--- src/rtl/fuec_48_32_pkg.sv ---
// Shared constants, event classes, IRQ states and the flag-priority decode
// for the (48,32) FUEC decode sink.
package fuec_48_32_pkg;

    localparam int unsigned N        = 48;
    localparam int unsigned K        = 32;
    localparam int unsigned R        = 16;
    localparam int unsigned DATA_MSB = 47;
    localparam int unsigned DATA_LSB = 16;

    typedef enum logic [1:0] {
        EV_NONE,
        EV_CORR,
        EV_UNC
    } ev_class_e;

    typedef enum logic {
        IRQ_IDLE,
        IRQ_PENDING
    } irq_state_e;

    // uncorrectable > corrected > no_error; a valid word with no flag is not trusted
    function automatic ev_class_e decode_class(
        input logic valid,
        input logic no_error,
        input logic corrected,
        input logic uncorrectable
    );
        ev_class_e cls;
        cls = EV_NONE;
        if (!valid) begin
            cls = EV_NONE;
        end else if (uncorrectable) begin
            cls = EV_UNC;
        end else if (corrected) begin
            cls = EV_CORR;
        end else if (!no_error) begin
            cls = EV_UNC;
        end
        return cls;
    endfunction

endpackage

--- src/rtl/fuec_scrub_fifo.sv ---
// Show-ahead FIFO for scrub write-back requests; DEPTH must be a power of two.
// A push while full is accepted only when a pop happens in the same cycle.
module fuec_scrub_fifo #(
    parameter int unsigned WIDTH = 64,
    parameter int unsigned DEPTH = 4
) (
    input  logic             clk,
    input  logic             rst,
    input  logic             push,
    input  logic             pop,
    input  logic [WIDTH-1:0] wdata,
    output logic [WIDTH-1:0] rdata_c,
    output logic             full_c,
    output logic             empty_c
);

    localparam int unsigned PTR_W = (DEPTH > 1) ? $clog2(DEPTH) : 1;
    localparam int unsigned CNT_W = PTR_W + 1;

    logic [WIDTH-1:0] mem_q [DEPTH];
    logic [PTR_W-1:0] wr_q, wr_d;
    logic [PTR_W-1:0] rd_q, rd_d;
    logic [CNT_W-1:0] cnt_q, cnt_d;
    logic             do_push_c;
    logic             do_pop_c;

    assign empty_c   = (cnt_q == '0);
    assign full_c    = (cnt_q == CNT_W'(DEPTH));
    assign do_pop_c  = pop && !empty_c;
    assign do_push_c = push && (!full_c || do_pop_c);
    assign rdata_c   = mem_q[rd_q];

    always_comb begin
        wr_d  = wr_q;
        rd_d  = rd_q;
        cnt_d = cnt_q;
        if (do_push_c) begin
            wr_d = wr_q + PTR_W'(1);
        end
        if (do_pop_c) begin
            rd_d = rd_q + PTR_W'(1);
        end
        if (do_push_c && !do_pop_c) begin
            cnt_d = cnt_q + CNT_W'(1);
        end else if (!do_push_c && do_pop_c) begin
            cnt_d = cnt_q - CNT_W'(1);
        end
    end

    always_ff @(posedge clk) begin
        if (rst) begin
            wr_q  <= '0;
            rd_q  <= '0;
            cnt_q <= '0;
        end else begin
            wr_q  <= wr_d;
            rd_q  <= rd_d;
            cnt_q <= cnt_d;
        end
    end

    // Storage is not reset; only entries below the count are ever presented as valid.
    always_ff @(posedge clk) begin
        if (do_push_c) begin
            mem_q[wr_q] <= wdata;
        end
    end

endmodule

--- src/rtl/fuec_decode_sink_48_32.sv ---
// Consumes fuec_decoder_48_32 results: payload extraction, event counters, last
// error context, sticky IRQ, and (with FUEC_SCRUB_EN) a scrub write-back FIFO.
module fuec_decode_sink_48_32
    import fuec_48_32_pkg::*;
#(
    parameter int unsigned ADDR_W      = 16,
    parameter int unsigned CNT_W       = 16,
    parameter int unsigned FIFO_DEPTH  = 4,
    parameter int unsigned IRQ_ON_CORR = 0
) (
    input  logic              clk,
    input  logic              rst,
    input  logic              in_valid,
    input  logic [ADDR_W-1:0] in_addr,
    input  logic [R-1:0]      s,
    input  logic [N-1:0]      r_fix,
    input  logic [N-1:0]      pos_error,
    input  logic              no_error,
    input  logic              corrected,
    input  logic              uncorrectable,
    output logic [K-1:0]      data_out,
    output logic              data_valid,
    output logic              data_err,
    output logic [CNT_W-1:0]  cnt_corr,
    output logic [CNT_W-1:0]  cnt_unc,
    input  logic              cnt_clr,
    output logic [R-1:0]      last_syndrome,
    output logic [ADDR_W-1:0] last_addr,
    output logic              irq,
    input  logic              irq_clr,
    output logic              scrub_req,
    output logic [ADDR_W-1:0] scrub_addr,
    output logic [N-1:0]      scrub_data,
    input  logic              scrub_ack,
    output logic [CNT_W-1:0]  scrub_drop
);

    ev_class_e         ev_c;
    logic              trig_c;
    irq_state_e        state_q, state_d;
    logic [K-1:0]      data_q, data_d;
    logic              dv_q, dv_d;
    logic              err_q, err_d;
    logic [CNT_W-1:0]  cnt_corr_q, cnt_corr_d;
    logic [CNT_W-1:0]  cnt_unc_q, cnt_unc_d;
    logic [R-1:0]      syn_q, syn_d;
    logic [ADDR_W-1:0] addr_q, addr_d;
    logic              irq_q, irq_d;
    logic              unused_pos_c;

    assign ev_c         = decode_class(in_valid, no_error, corrected, uncorrectable);
    assign trig_c       = (ev_c == EV_UNC) || ((IRQ_ON_CORR != 0) && (ev_c == EV_CORR));
    assign unused_pos_c = ^pos_error;

    // IRQ FSM state register
    always_ff @(posedge clk) begin
        if (rst) begin
            state_q <= IRQ_IDLE;
        end else begin
            state_q <= state_d;
        end
    end

    // Next state and datapath next values; a new trigger beats irq_clr
    always_comb begin
        state_d    = state_q;
        data_d     = data_q;
        dv_d       = in_valid;
        err_d      = (ev_c == EV_UNC);
        cnt_corr_d = cnt_corr_q;
        cnt_unc_d  = cnt_unc_q;
        syn_d      = syn_q;
        addr_d     = addr_q;

        case (state_q)
            IRQ_IDLE:    if (trig_c) state_d = IRQ_PENDING;
            IRQ_PENDING: if (irq_clr && !trig_c) state_d = IRQ_IDLE;
            default:     state_d = IRQ_IDLE;
        endcase
        irq_d = (state_d == IRQ_PENDING);

        if (in_valid) begin
            data_d = r_fix[DATA_MSB:DATA_LSB];
        end

        if (cnt_clr) begin
            cnt_corr_d = CNT_W'(ev_c == EV_CORR);
            cnt_unc_d  = CNT_W'(ev_c == EV_UNC);
        end else begin
            if ((ev_c == EV_CORR) && (cnt_corr_q != '1)) cnt_corr_d = cnt_corr_q + CNT_W'(1);
            if ((ev_c == EV_UNC) && (cnt_unc_q != '1))   cnt_unc_d  = cnt_unc_q + CNT_W'(1);
        end

        if ((ev_c == EV_CORR) || (ev_c == EV_UNC)) begin
            syn_d  = s;
            addr_d = in_addr;
        end
    end

    always_ff @(posedge clk) begin
        if (rst) begin
            data_q     <= '0;
            dv_q       <= 1'b0;
            err_q      <= 1'b0;
            cnt_corr_q <= '0;
            cnt_unc_q  <= '0;
            syn_q      <= '0;
            addr_q     <= '0;
            irq_q      <= 1'b0;
        end else begin
            data_q     <= data_d;
            dv_q       <= dv_d;
            err_q      <= err_d;
            cnt_corr_q <= cnt_corr_d;
            cnt_unc_q  <= cnt_unc_d;
            syn_q      <= syn_d;
            addr_q     <= addr_d;
            irq_q      <= irq_d;
        end
    end

    assign data_out      = data_q;
    assign data_valid    = dv_q;
    assign data_err      = err_q;
    assign cnt_corr      = cnt_corr_q;
    assign cnt_unc       = cnt_unc_q;
    assign last_syndrome = syn_q;
    assign last_addr     = addr_q;
    assign irq           = irq_q;

`ifdef FUEC_SCRUB_EN
    localparam int unsigned ENTRY_W = ADDR_W + N;

    logic               push_c;
    logic               pop_c;
    logic               full_c;
    logic               empty_c;
    logic [ENTRY_W-1:0] head_c;
    logic [CNT_W-1:0]   drop_q, drop_d;

    assign push_c = (ev_c == EV_CORR);
    assign pop_c  = scrub_ack && !empty_c;

    fuec_scrub_fifo #(
        .WIDTH (ENTRY_W),
        .DEPTH (FIFO_DEPTH)
    ) u_fifo (
        .clk     (clk),
        .rst     (rst),
        .push    (push_c),
        .pop     (pop_c),
        .wdata   ({in_addr, r_fix}),
        .rdata_c (head_c),
        .full_c  (full_c),
        .empty_c (empty_c)
    );

    // Drops only when full with no simultaneous pop to make room
    always_comb begin
        drop_d = drop_q;
        if (push_c && full_c && !pop_c && (drop_q != '1)) begin
            drop_d = drop_q + CNT_W'(1);
        end
    end

    always_ff @(posedge clk) begin
        if (rst) begin
            drop_q <= '0;
        end else begin
            drop_q <= drop_d;
        end
    end

    assign scrub_req  = !empty_c;
    assign scrub_addr = head_c[ENTRY_W-1:N];
    assign scrub_data = head_c[N-1:0];
    assign scrub_drop = drop_q;
`else
    logic unused_scrub_c;

    assign unused_scrub_c = ^{scrub_ack, r_fix[R-1:0]};
    assign scrub_req      = 1'b0;
    assign scrub_addr     = '0;
    assign scrub_data     = '0;
    assign scrub_drop     = '0;
`endif

endmodule
--- config.mk ---
export PLATFORM = sky130hd
export DESIGN_NAME = fuec_decode_sink_48_32
export DESIGN_NICKNAME = d
export VERILOG_FILES = /design/src/rtl/fuec_48_32_pkg.sv /design/src/rtl/fuec_scrub_fifo.sv /design/src/rtl/fuec_decode_sink_48_32.sv
export SDC_FILE = /design/constraint.sdc
export NUM_CORES = 1
export LEC_CHECK = 0
export BUFFER_PORTS_ARGS = -buffer_cell sky130_fd_sc_hd__buf_2
export CORE_AREA = 2 2 125 127
export DETAILED_ROUTE_END_ITERATION = 8
export DIE_AREA = 0 0 127 129
export MAX_ROUTING_LAYER = met4
export PLACE_DENSITY_LB_ADDON = 0.15
export RECOVER_POWER = 100
export SLEW_MARGIN = 20
export SYNTH_ARGS = -nofsm -noshare
export SYNTH_HDL_FRONTEND = slang
export SYNTH_SLANG_ARGS = --single-unit
--- constraint.sdc ---
create_clock -name clk -period 6.65 [get_ports clk]
set_input_delay 0 -clock clk [delete_from_list [all_inputs] [get_ports clk]]
set_output_delay 0 -clock clk [all_outputs]
set_load 0.02 [all_outputs]
==> flow_summary.ini <==
[grt]
grt.busiest_layer = met2
grt_pass1_wl_um = 19420
grt_pass1_vias = 4046
use_met1_pct = 16.45
grtUsageMet2_pct = 25.81
gr-usage-all-layers_pct = 15.10
antenna_found_initial = 0
met3_usage_pct = 4.699
grt-ovfl-total = 0
grt_max_degree = 80

[synth]
yosys.area_share.simple_pct = 17.35
ys.flop_type = dfxtp_1
synthMuxAreaShare_pct = 14.89
synthAdderAreaFrac_pct = 1.079
synth_cell_type_count = 42
synthXorXnorAreaFrac_pct = 0.1889
netlist_area_sq_um = 4637
synth-edff-count = 0
synth-seq-cells = 99
ys_seq_area_share_pct = 42.74
async_reset_ff_share_pct = 0
synth-compound-area-share_pct = 7.825
synth_cells = 502
yosysWarnings = 0
synth_top_family_by_area = simple AND/OR/NAND/NOR gates
avgSynthCellArea_sq_um = 9.237

[layout]
regArea_sq_um = 1982
nets = 867
final_cell_count_no_fill = 919
antenna_cells = 0
drive_gt1_share_pct = 13.27
syn_to_final_growth_pct = 33.35
multi_input_area_sq_um = 2236
final_cell_mix = 101 x clkbuf_1, 99 x dfxtp_1, 81 x conb_1
fillCellCount = 1495
final_common_cell = clkbuf_1
final_area_sq_um = 6183

[floorplan]
initial_core_util_pct = 30.96
dieArea_sq_um = 16380
row_count = 45
pin_count = 317
die_w_um = 127
core_area_sq_um = 14980
die_y_um = 129

[critical_path]
start_kind = input pin
cp.required_ns = 6.89
crit_type = input pin to flop
worstSetupEndpointType = flop
cp_data_arrival_time_ns = 4.12
path_max_fanout = 79

[power_and_ir_drop]
p_leak_nw = 2.685
finalPower_mw = 1.404
power_per_cell_area_nw_per_um2 = 227.1
ir_worst_vdd_mv = 0.1445

[status]
violations = max-capacitance violations, max-slew violations
status = finished, violations left

[clock_tree]
cts-buffers-inserted = 9
clkSinkCount = 99
cts_resized = 0
cts_root_buf = clkbuf_16
insertion_delay_ns = 0.34
clk_pin_slew_worst_paths_ns = 0.07
cts_buffer_depth = 2
cts_tree = built
cts_max_level = 3

[sta]
slew_violations = 80
rsz0062_at_grt = no
fmax_mhz = 257.7
hold_viol = 0
slew_headroom_pct = -132.4
post-route-min-period_ns = 3.880
fin_ws_ns = 2.770
finalSetupTns_ns = 0
worstMarginPinSlew_ns = 3.487
skew_ns = 0.004396
fin_crit_sh_pct = 58.35
setup_violations = 0

[drt]
via_count = 4196
routed_via_density = 4.566
drcViolationCount = 0
routedWlPerCell_um = 13.19
final_antenna_net_count = 0
routed_wl_um = 12120
drt_iter0_drc = 150
first_pass_iters = 4

[worst_hold_path]
min_path_type = input pin to flop

[placed_design]
dpl_cell_area_sq_um = 5350
dp_cells = 838
dp_hpwl_um = 8079
portBuffers = 170
gp_congestion = 0.7804
dpl_worst_slack_ns = 3.856

[job]
drv_cap = 1
[sequential cells by signal (all words and copies together) (netlist names)]
register / flops
data_out: 32
cnt_corr: 16
cnt_unc: 16
last_addr: 16
last_syndrome: 16
data_err: 1
data_valid: 1
irq: 1
[final timing paths]
check                      startpoint                  endpoint  slack (ns)  cells past startpoint
max reg2reg  cnt_corr[0]$_SDFFE_PP0P_  cnt_corr[0]$_SDFFE_PP0P_        4.46                      5
max                               rst  cnt_corr[2]$_SDFFE_PP0P_        2.77                      5
min reg2reg            irq$_SDFF_PP0_            irq$_SDFF_PP0_        0.48                      2
min                           cnt_clr  cnt_corr[0]$_SDFFE_PP0P_        0.13                      3
[routing by layer]
metal | share of wire, % | up-vias
li1 | - | 2041
met1 | 42 | 1948
met2 | 49 | 192
met3 | 7.2 | 15
met4 | 1.5 | 0
met5 | 0 | -
[metrics by stage]
| step | hold WS (ns) | utilization (%) |
|---|---|---|
| 2_1_floorplan | 0.1439 | - |
| 3_3_place_gp | 0.2288 | 35.68 |
| 3_5_place_dp | 0.2415 | 35.72 |
| 4_1_cts | 0.1240 | 42.10 |
| 5_1_grt | 0.1643 | 41.29 |
| 6_report | 0.1308 | 41.29 |
[logic make-up (layout without fill, tap and decap cells)]
logic type,Yosys count,count (layout)
AO/OA/AOI/OAI,56,56
flip-flops,99,99
multiplexers,69,69
other,1,81
XOR/XNOR,1,1
adder cells (fa/ha/maj),4,4
buffers and inverters,113,262
AND/OR/NAND/NOR,159,159
[worst max-delay path, cell delays in order]
cell      delay [ns]
buf_2           0.07
clkbuf_1        2.42
or2_0           1.22
nor2_1          0.09
a41o_1          0.28
[cells in the mapped netlist, drive strengths merged (3+ instances only)]
cell	number	area, sq um
clkbuf	16	60.06
inv	8	30.03
ha	4	50.05
nor2	71	266.5
or3	16	101.4
o41ai	3	26.28
o31ai	12	90.09
a21oi	20	100.1
or4	13	97.59
o21ai	8	40.04
a31oi	4	25.02
nand3	13	75.07
nand2	19	71.32
nand4	6	43.79
nor3	3	15.01
mux2i	69	690.7
buf	89	644.4
o311ai	3	26.28
dfxtp	99	1982
[area by class of cell]
| cell class | instances | area share (%) |
|---|---|---|
| Multi-Input combinational cell | 370 | 36.16 |
| Timing Repair Buffer | 238 | 22.58 |
| Sequential cell | 99 | 32.05 |
| Inverter | 8 | 0.4856 |
| Clock inverter | 6 | 1.214 |
| Tap cell | 188 | 3.804 |
| Clock buffer | 10 | 3.703 |
[power by group]
group	total, mW	leakage, nW	internal (mW)	switching, mW
sequential	0.637	0.810	0.621	0.0159
clock	0.536	0.145	0.297	0.239
combinational	0.232	1.73	0.0865	0.145
total	1.40	2.69	1.00	0.400
[repair_timing]
| item | 4_1_cts | 5_1_grt |
|---|---|---|
| buffers inserted | 0 | 0 |
| hold buffers | 65 | 0 |
| hold endpoints to repair | 65 | 0 |
(Power assumes the default switching activity.)
